[config.mk]
export PLATFORM = sky130hd
export DESIGN_NAME = bus_master_if
export DESIGN_NICKNAME = d
export VERILOG_FILES = /design/src/rtl/bus_master_if.sv
export SDC_FILE = /design/constraint.sdc
export NUM_CORES = 1
export LEC_CHECK = 0
export BUFFER_PORTS_ARGS = -buffer_cell sky130_fd_sc_hd__buf_4
export CAP_MARGIN = 40
export CELL_PAD_IN_SITES_DETAIL_PLACEMENT = 2
export CELL_PAD_IN_SITES_GLOBAL_PLACEMENT = 2
export CORE_UTILIZATION = 35
export DETAILED_ROUTE_END_ITERATION = 12
export PLACE_DENSITY_LB_ADDON = 0.2
export SYNTH_ARGS = -nofsm -noshare
export SYNTH_HDL_FRONTEND = slang
export SYNTH_SLANG_ARGS = --single-unit
[constraint.sdc]
create_clock -name clk -period 7.6 [get_ports clk]
set_clock_uncertainty 0.2 [all_clocks]
set_input_delay 1.52 -clock clk [delete_from_list [all_inputs] [get_ports clk]]
set_output_delay 1.52 -clock clk [all_outputs]
set_load 0.02 [all_outputs]
[src/rtl/bus_master_if.sv]
// Master-side bus interface: converts a single CPU access request into the
// req_/grnt_ -> as_ -> rdy_ bus protocol, with an optional ready timeout.
module bus_master_if #(
    parameter int unsigned TIMEOUT = 16,
    parameter int unsigned CNT_W   = 5
) (
    input  logic        clk,
    input  logic        reset,
    input  logic        cpu_req,
    input  logic [29:0] cpu_addr,
    input  logic        cpu_rw,
    input  logic [31:0] cpu_wr_data,
    output logic [31:0] cpu_rd_data,
    output logic        cpu_busy,
    output logic        cpu_done,
    output logic        cpu_err,
    output logic        bus_req_,
    input  logic        bus_grnt_,
    output logic [29:0] bus_addr,
    output logic        bus_as_,
    output logic        bus_rw,
    output logic [31:0] bus_wr_data,
    input  logic [31:0] bus_rd_data,
    input  logic        bus_rdy_
);

    typedef enum logic [1:0] {IDLE, REQ, ACCESS, WAIT} state_t;

    state_t             state, state_n;
    logic [29:0]        lat_addr, lat_addr_n;
    logic               lat_rw, lat_rw_n;
    logic [31:0]        lat_wdata, lat_wdata_n;
    logic [CNT_W-1:0]   cnt, cnt_n;
    logic [31:0]        cpu_rd_data_n;
    logic               cpu_done_n, cpu_err_n;
    logic               bus_req_n, bus_as_n, bus_rw_n;
    logic [29:0]        bus_addr_n;
    logic [31:0]        bus_wr_data_n;
    logic               timeout_hit;

    assign cpu_busy    = (state != IDLE);
    // TIMEOUT == 0 disables the abort path entirely
    assign timeout_hit = (TIMEOUT != 0) && (cnt == CNT_W'(TIMEOUT - 1));

    always_ff @(posedge clk or posedge reset) begin
        if (reset) begin
            state       <= IDLE;
            lat_addr    <= '0;
            lat_rw      <= 1'b1;
            lat_wdata   <= '0;
            cnt         <= '0;
            cpu_rd_data <= '0;
            cpu_done    <= 1'b0;
            cpu_err     <= 1'b0;
            bus_req_    <= 1'b1;
            bus_as_     <= 1'b1;
            bus_addr    <= '0;
            bus_rw      <= 1'b1;
            bus_wr_data <= '0;
        end else begin
            state       <= state_n;
            lat_addr    <= lat_addr_n;
            lat_rw      <= lat_rw_n;
            lat_wdata   <= lat_wdata_n;
            cnt         <= cnt_n;
            cpu_rd_data <= cpu_rd_data_n;
            cpu_done    <= cpu_done_n;
            cpu_err     <= cpu_err_n;
            bus_req_    <= bus_req_n;
            bus_as_     <= bus_as_n;
            bus_addr    <= bus_addr_n;
            bus_rw      <= bus_rw_n;
            bus_wr_data <= bus_wr_data_n;
        end
    end

    always_comb begin
        state_n       = state;
        lat_addr_n    = lat_addr;
        lat_rw_n      = lat_rw;
        lat_wdata_n   = lat_wdata;
        cnt_n         = cnt;
        cpu_rd_data_n = cpu_rd_data;
        cpu_done_n    = 1'b0;
        cpu_err_n     = 1'b0;
        bus_req_n     = bus_req_;
        bus_as_n      = 1'b1;
        bus_addr_n    = bus_addr;
        bus_rw_n      = bus_rw;
        bus_wr_data_n = bus_wr_data;

        case (state)
            IDLE: begin
                if (cpu_req) begin
                    lat_addr_n  = cpu_addr;
                    lat_rw_n    = cpu_rw;
                    lat_wdata_n = cpu_wr_data;
                    bus_req_n   = 1'b0;
                    state_n     = REQ;
                end
            end
            REQ: begin
                if (!bus_grnt_) begin
                    bus_addr_n    = lat_addr;
                    bus_rw_n      = lat_rw;
                    bus_wr_data_n = lat_wdata;
                    bus_as_n      = 1'b0;
                    cnt_n         = '0;
                    state_n       = ACCESS;
                end
            end
            ACCESS, WAIT: begin
                // Ready has priority over a simultaneous timeout
                if (!bus_rdy_ || timeout_hit) begin
                    if (!bus_rdy_) begin
                        if (lat_rw) cpu_rd_data_n = bus_rd_data;
                        cpu_done_n = 1'b1;
                    end else begin
                        cpu_err_n = 1'b1;
                    end
                    bus_req_n     = 1'b1;
                    bus_addr_n    = '0;
                    bus_wr_data_n = '0;
                    bus_rw_n      = 1'b1;
                    state_n       = IDLE;
                end else begin
                    cnt_n   = cnt + 1'b1;
                    state_n = WAIT;
                end
            end
            default: state_n = IDLE;
        endcase
    end

endmodule

==> results.md, run 1 <==
* Internal Pwr Total at 2.634 mW
* Yosys reg bits at 169
* Vias in the first global route at 5,104
* Synth unique cells at 33
* Most used routing layer: met2
* Hold Path Class: flop to flop
* Post-Syn Area at 6805 um^2
* CP Launch Type: flop
* Initial antenna violation count at 0
* Global-route met2 utilization at 33.38%
* Max_cap viols at 0
* Num rows at 50
* Clock power frac at 20.4%
* Synth Area in Compound Gates at 7.961%
* GRT Overall Usage at 19.37%
* Post-route setup TNS at 0 ps
* Clock-pin slew on the worst setup and hold paths at 70 ps
* H-tree levels at 4
* Top_reg_cell synth: dfrtp_1
* Die W at 141.4 um
* R2R depth at 6
* Core area at 18,890 um^2
* Io pins at 200
* CP endpoint kind: output port
* Ratio of cells with drive above 1 in the final layout at 53.74%
* Peak VDD IR at 0.1677 mV
* TritonCTS clock tree: built
* Ant diodes at 0
* Util after Layout at 48.11%
* Multiplexer share of the synthesized area at 15.72%
* Synthesized instance count at 459
* Synthesized net count at 561
* Largest net degree at the start of global routing at 66
* Max-slew violation count at 0
* Slew headroom at 39.24%
* Switching portion of total power at 35.85%
* Final WL at 18,390 um
* Bufs on Longest Clock Path at 2
* Initial Util at 36.02%
* Slowest-stage cell, CP: dfrtp_4
* Critical path, cell by cell: buf_4 -> buf_16 -> or2_2 -> buf_4
* Simple-gate share of the synthesized area at 10.09%
* Die H at 141.4 um
* Final min period at 3605 ps
* Bufs and invs on worst path at 3
* R2R setup slack at 4720 ps
* Mean Syn Cell Area at 14.83 um^2
* Vias at 4,491
* Critical path origin: state[1]
* Largest family of logic cells by synthesized area: multiplexers
* Via density at 4.839
* Post-CTS Setup Inserts at 0
* RSZ-0062 raised after global routing: no
* Post-CTS Hold Buffers at 0
* Slowest stage delay, CP at 490 ps
* WL/cell at 19.82 um
* Leakage at 4.625 nW
* Final HPWL DP at 12,340 um
* Met3 usage at 4.185%
* Total grt overflow at 0
* Worst Path Arrival at 1890 ps
* Total clock sinks at 169
* Buffers on Ports at 199
* Sequential-to-total area share from yosys stat at 62.22%
* Final hold vios at 0
* Status: complete, no violations
* Fmax at 277.4 MHz
* Fill cells at 1,834
* Logic pwr share at 40.6%
* Iteration-0 DRC Markers at 115
* DRC viols at 0
* Total Power at 4.106 mW
* CP most frequent cell: buf_4
* Die Footprint at 20,010 um^2
* CP required at 5880 ps
* DRT Pass-1 Iters at 4
* Setup CP Type: flop to output port
* Nets at 757
* # resized after CTS at 0
* First-pass GRT wire length at 29,070 um
* Largest delay contributor family on the critical path: buffers and inverters
* GR Layer Usage met1 at 23.42%
* Worst-path maximum fanout at 62
* Final ANT Viol Nets at 0
* Worst slew pin tran at 911.4 ps
* Area delta synth->final at 33.55%
* GPL Wtd Cong at 0.6857
* EDFF count, synth at 0
* Hold path cells at 1
* WP depth at 4
* # setup viols final at 0
* FF-to-FF End: bus_addr[6]
* Crit share post-route at 47.44%
* Worst Setup EP: cpu_busy
* Flop pwr share at 39.0%
* TritonCTS Buffers at 17
* Clk root buf: clkbuf_16
* XOR/XNOR Fraction of Synth Area at 0%
* Pwr dens at 451.7 nW/um^2
* Fraction of the mapped netlist area in adder cells at 0.3677%
* Async S/R FF share, synth at 100.0%
* Synthesis Warnings at 0
* NetSw at 1.472 mW
* Worst reg2reg startpoint: state[0]
* Clock insertion delay at the later pin of the skew report at 430 ps
worst min-delay path by stage:
stage	slack (ps)	endpoint	start
after floorplan	250	lat_wdata[25]	lat_wdata[25]
after global placement	250	bus_rw	bus_rw
after detailed placement	270	bus_rw	bus_rw
after CTS	280	bus_wr_data[4]	bus_wr_data[4]
after global routing	290	bus_wr_data[4]	bus_wr_data[4]
final	280	bus_wr_data[4]	bus_wr_data[4]
power by group through the flow:
stage               Clock, mW  Sequential (mW)  Combinational, mW
floorplan                   0             1.82              0.784
global placement            0             1.58               1.59
detailed placement          0             1.61               1.69
CTS                     0.860             1.61               1.70
global route            0.896             1.66               1.78
finish                  0.838             1.60               1.67
state kept, by name, summed over array words and instances, names as in the netlist, 2 cells and up:
name	cells
bus_addr	30
bus_wr_data	32
cnt	5
cpu_rd_data	32
lat_addr	30
lat_wdata	32
state	2
synth_stat cells, types with 2 or more instances:
cell	number	share of area [%]
buf_2	9	0.66
and3_1	2	0.18
inv_1	6	0.33
dfrtp_1	165	61
mux2_1	4	0.66
buf_4	6	0.66
nand3_1	3	0.22
nor3b_2	20	3.7
nand2b_1	2	0.18
buf_6	10	1.7
nand2_1	6	0.33
o21ai_0	4	0.29
clkbuf_1	2	0.11
a21o_1	62	6.8
ha_1	2	0.37
buf_1	4	0.22
nor3b_1	42	4.6
a21oi_1	2	0.15
mux2_2	91	15
dfstp_2	4	1.5
area by class of cell:
cell class              instances  area, um^2  share of cell area [%]
inverters                       6       27.53                  0.3029
flip-flops and latches        169        4238                   46.63
clock buffers                  22       474.2                   5.218
multi-input cells             253        2326                   25.59
well taps                     260       325.3                   3.579
repair buffers                208        1602                   17.62
clock inverters                10       96.34                   1.060
per-stage QoR:
step,cells,instance area (um^2),hold slack (ps),setup WS [ps]
floorplan,459,6805,249.2,1312
global placement,894,8463,253.5,3500
detailed placement,896,8518,266.2,3585
CTS,928,9089,282.6,3952
global route,928,9089,288.5,3921
finish,928,9089,278.3,3995
per-layer routing:
metal	routed length [um]	share of wire, %
met1	7529	41
met2	9641	52
met3	729	4.0
met4	488	2.7
met5	0	0
worst reg2reg max path, cell delays in order, from the launching register on:
cell and delay (ps):
dfrtp_1 410, or3b_4 240, buf_4 310, buf_16 300, a21boi_4 590, buf_4 530
a21o_1 240
kinds of logic after synthesis:
| logic type | Yosys count |
|---|---|
| flip-flops | 169 |
| multiplexers | 95 |
| AND/OR/NAND/NOR | 83 |
| AO/OA/AOI/OAI | 73 |
| buffers and inverters | 37 |
| adder cells (fa/ha/maj) | 2 |
cell usage in the layout, fill, tap and decap left out, types with 3 or more instances in the layout:
cell,instances
buf_4,206
dfrtp_1,164
mux2_2,91
a21o_1,62
nor3b_1,42
nor3b_2,20
clkbuf_16,17
nand2_1,6
inv_1,5
mux2_1,4
o21ai_0,4
dfstp_2,4
clkinvlp_4,4
nand3_1,3
clkbuf_8,3
Power figures use the tool's default switching activity.
==> run 2, diff against run 1 <==
--- a/config.mk
+++ b/config.mk
@@ -9,7 +9,7 @@
 export CAP_MARGIN = 40
 export CELL_PAD_IN_SITES_DETAIL_PLACEMENT = 2
 export CELL_PAD_IN_SITES_GLOBAL_PLACEMENT = 2
-export CORE_UTILIZATION = 35
+export CORE_UTILIZATION = 31
 export DETAILED_ROUTE_END_ITERATION = 12
 export PLACE_DENSITY_LB_ADDON = 0.2
 export SYNTH_ARGS = -nofsm -noshare
==> constraint.sdc (replaced) <==
create_clock -name clk -period 3.05 [get_ports clk]
set_clock_uncertainty 0.2 [all_clocks]
set_input_delay 0.61 -clock clk [delete_from_list [all_inputs] [get_ports clk]]
set_output_delay 0.61 -clock clk [all_outputs]
set_load 0.02 [all_outputs]
==> results.md, run 2 (synthesis results as in run 1) <==
* WL/cell at 19.75 um (-0.32%)
* Area delta synth->final at 35.50%
* Internal Pwr Total at 6.838 mW (+160%)
* CP Launch Type: flop
* CP endpoint kind: flop
* Ant diodes at 0 (unchanged)
* Die H at 150.2 um (+6.2%)
* Nets at 758 (+0.13%)
* Flop pwr share at 37.5% (-1.5 points)
* Max_cap viols at 0 (unchanged)
* Switching portion of total power at 35.15% (-0.70 points)
* Total grt overflow at 0 (unchanged)
* Pwr dens at 1144 nW/um^2 (+150%)
* Slew headroom at 59.01% (+20 points)
* Worst slew pin tran at 614.9 ps (-296.4 ps)
* Clock power frac at 23.2% (+2.8 points)
* Final WS setup at 214.1 ps (-3780 ps)
* Vias at 4,473 (-0.40%)
* Final HPWL DP at 12,370 um (+0.29%)
* Post-CTS Hold Buffers at 0 (unchanged)
* Fill cells at 2,119 (+16%)
* Peak VDD IR at 0.3963 mV (+140%)
* Commonest non-fill, non-tap cell in the layout: buf_4
* Vias in the first global route at 5,205 (+2.0%)
* GRT Overall Usage at 17.54% (-1.8 points)
* GPL Wtd Cong at 0.6939 (+1.2%)
* DP Cell Count at 912 (+1.8%)
* Worst Path Arrival at 2990 ps (+1100 ps)
* Final min period at 2836 ps
* Worst-path maximum fanout at 45 (-27%)
* Bufs on Longest Clock Path at 2 (unchanged)
* Util after Layout at 43.32% (-4.8 points)
* Num rows at 53 (+6.0%)
* Die Footprint at 22,550 um^2 (+13%)
* Setup CP Type: flop to flop
* Via density at 4.738 (-2.1%)
* Pre-CTS setup slack at 154.7 ps (-3431 ps)
* Clock insertion delay at the later pin of the skew report at 420 ps (about the same)
* Fmax at 352.6 MHz
* Commonest cells after routing, fill and taps aside: buf_4, dfrtp_1, mux2_2
* CP required at 3210 ps (-2670 ps)
* Top flop regs: bus_wr_data: 32 flops, cpu_rd_data: 32 flops, lat_wdata: 32 flops
* Non-Filler Instances at 944 (+1.7%)
* Initial antenna violation count at 0 (unchanged)
* Final WL at 18,650 um (+1.4%)
* Status: complete, no violations
* Clk root buf: clkbuf_16
* # resized after CTS at 0 (unchanged)
* Total clock sinks at 169 (unchanged)
* Clock-pin slew on the worst setup and hold paths at 70 ps (about the same)
* RSZ-0062 raised after global routing: no
* Max-slew violation count at 0 (unchanged)
* TritonCTS clock tree: built
* Initial Util at 31.97% (-4.1 points)
* Iteration-0 DRC Markers at 122 (+6.1%)
* # setup viols final at 0 (unchanged)
* Final ANT Viol Nets at 0 (unchanged)
* TritonCTS Buffers at 17 (unchanged)
* Die W at 150.2 um (+6.2%)
* Storage element area at 4238 um^2 (unchanged)
* Leakage at 4.689 nW (+1.4%)
* Largest net degree at the start of global routing at 98 (+48%)
* Post-route setup TNS at 0 ps (unchanged)
* Core area at 21,290 um^2 (+13%)
* NetSw at 3.707 mW (+150%)
* Io pins at 200 (unchanged)
* First-pass GRT wire length at 29,520 um (+1.5%)
* Post-CTS Setup Inserts at 0 (unchanged)
* Final hold vios at 0 (unchanged)
* Hold Path Class: input pin to asynchronous set/reset pin
* Logic pwr share at 39.2% (-1.4 points)
* H-tree levels at 4 (unchanged)
* Buffers on Ports at 199 (unchanged)
* DRT Pass-1 Iters at 4 (unchanged)
* Crit share post-route at 92.98%
* Ratio of cells with drive above 1 in the final layout at 54.11% (+0.37 points)
* Hold Slack at 116.6 ps (-161.7 ps)
* DRC viols at 0 (unchanged)
* Area of the multi-input gates at 2326 um^2 (unchanged)
-- run 2: cell type report --
type                            instances  share of cell area, %
Sequential cell                       169                  45.96
Multi-Input combinational cell        253                  25.22
Timing Repair Buffer                  209                  17.64
Clock buffer                           17                  4.613
Tap cell                              275                  3.731
Clock inverter                         15                  2.551
Inverter                                6                 0.2849
-- run 2: worst max-delay path: stages, from the launching register on --
cell and delay [ps]:
dfrtp_1 410, ha_1 240, and3_1 200, ha_1 210, nand2b_1 210, a21boi_4 520
buf_4 550, a21o_1 200
-- run 2: per-stage QoR --
| step | cell area [um^2] | power, mW |
|---|---|---|
| after global routing | 9221 | 11.18 |
| after floorplan | 6809 | 6.502 |
| after CTS | 9221 | 10.76 |
| final | 9221 | 10.55 |
| after global placement | 8533 | 7.963 |
| after detailed placement | 8561 | 8.222 |
-- run 2: worst paths after layout --
path / cells past startpoint / slack (ps) / to / startpoint
worst max-delay path: 7 / 210 / bus_addr[24] / cnt[0]
worst min register to register: 2 / 270 / bus_rw / bus_rw
max in group asynchronous: 3 / 2010 / state[1] / reset
worst min-delay path: 3 / 120 / lat_addr[14] / reset
worst max register to register: 7 / 210 / bus_addr[24] / cnt[0]
min in group clk: 2 / 190 / cpu_done / bus_rdy_
-- run 2: power by group through the flow --
stage	sequential, mW	clock, mW	combinational, mW
CTS	3.98	2.53	4.25
finish	3.96	2.45	4.14
floorplan	4.55	0	1.96
detailed placement	4.00	0	4.22
global route	4.12	2.61	4.45
global placement	3.91	0	4.05
-- run 2: per-layer routing --
layer	up-vias	part of all wire [%]	global-route usage, %
met4	0	0.78	4.343
met2	113	52	30.09
met5	-	0	0
li1	2009	-	-
met1	2340	43	21.63
met3	11	4.8	5.030
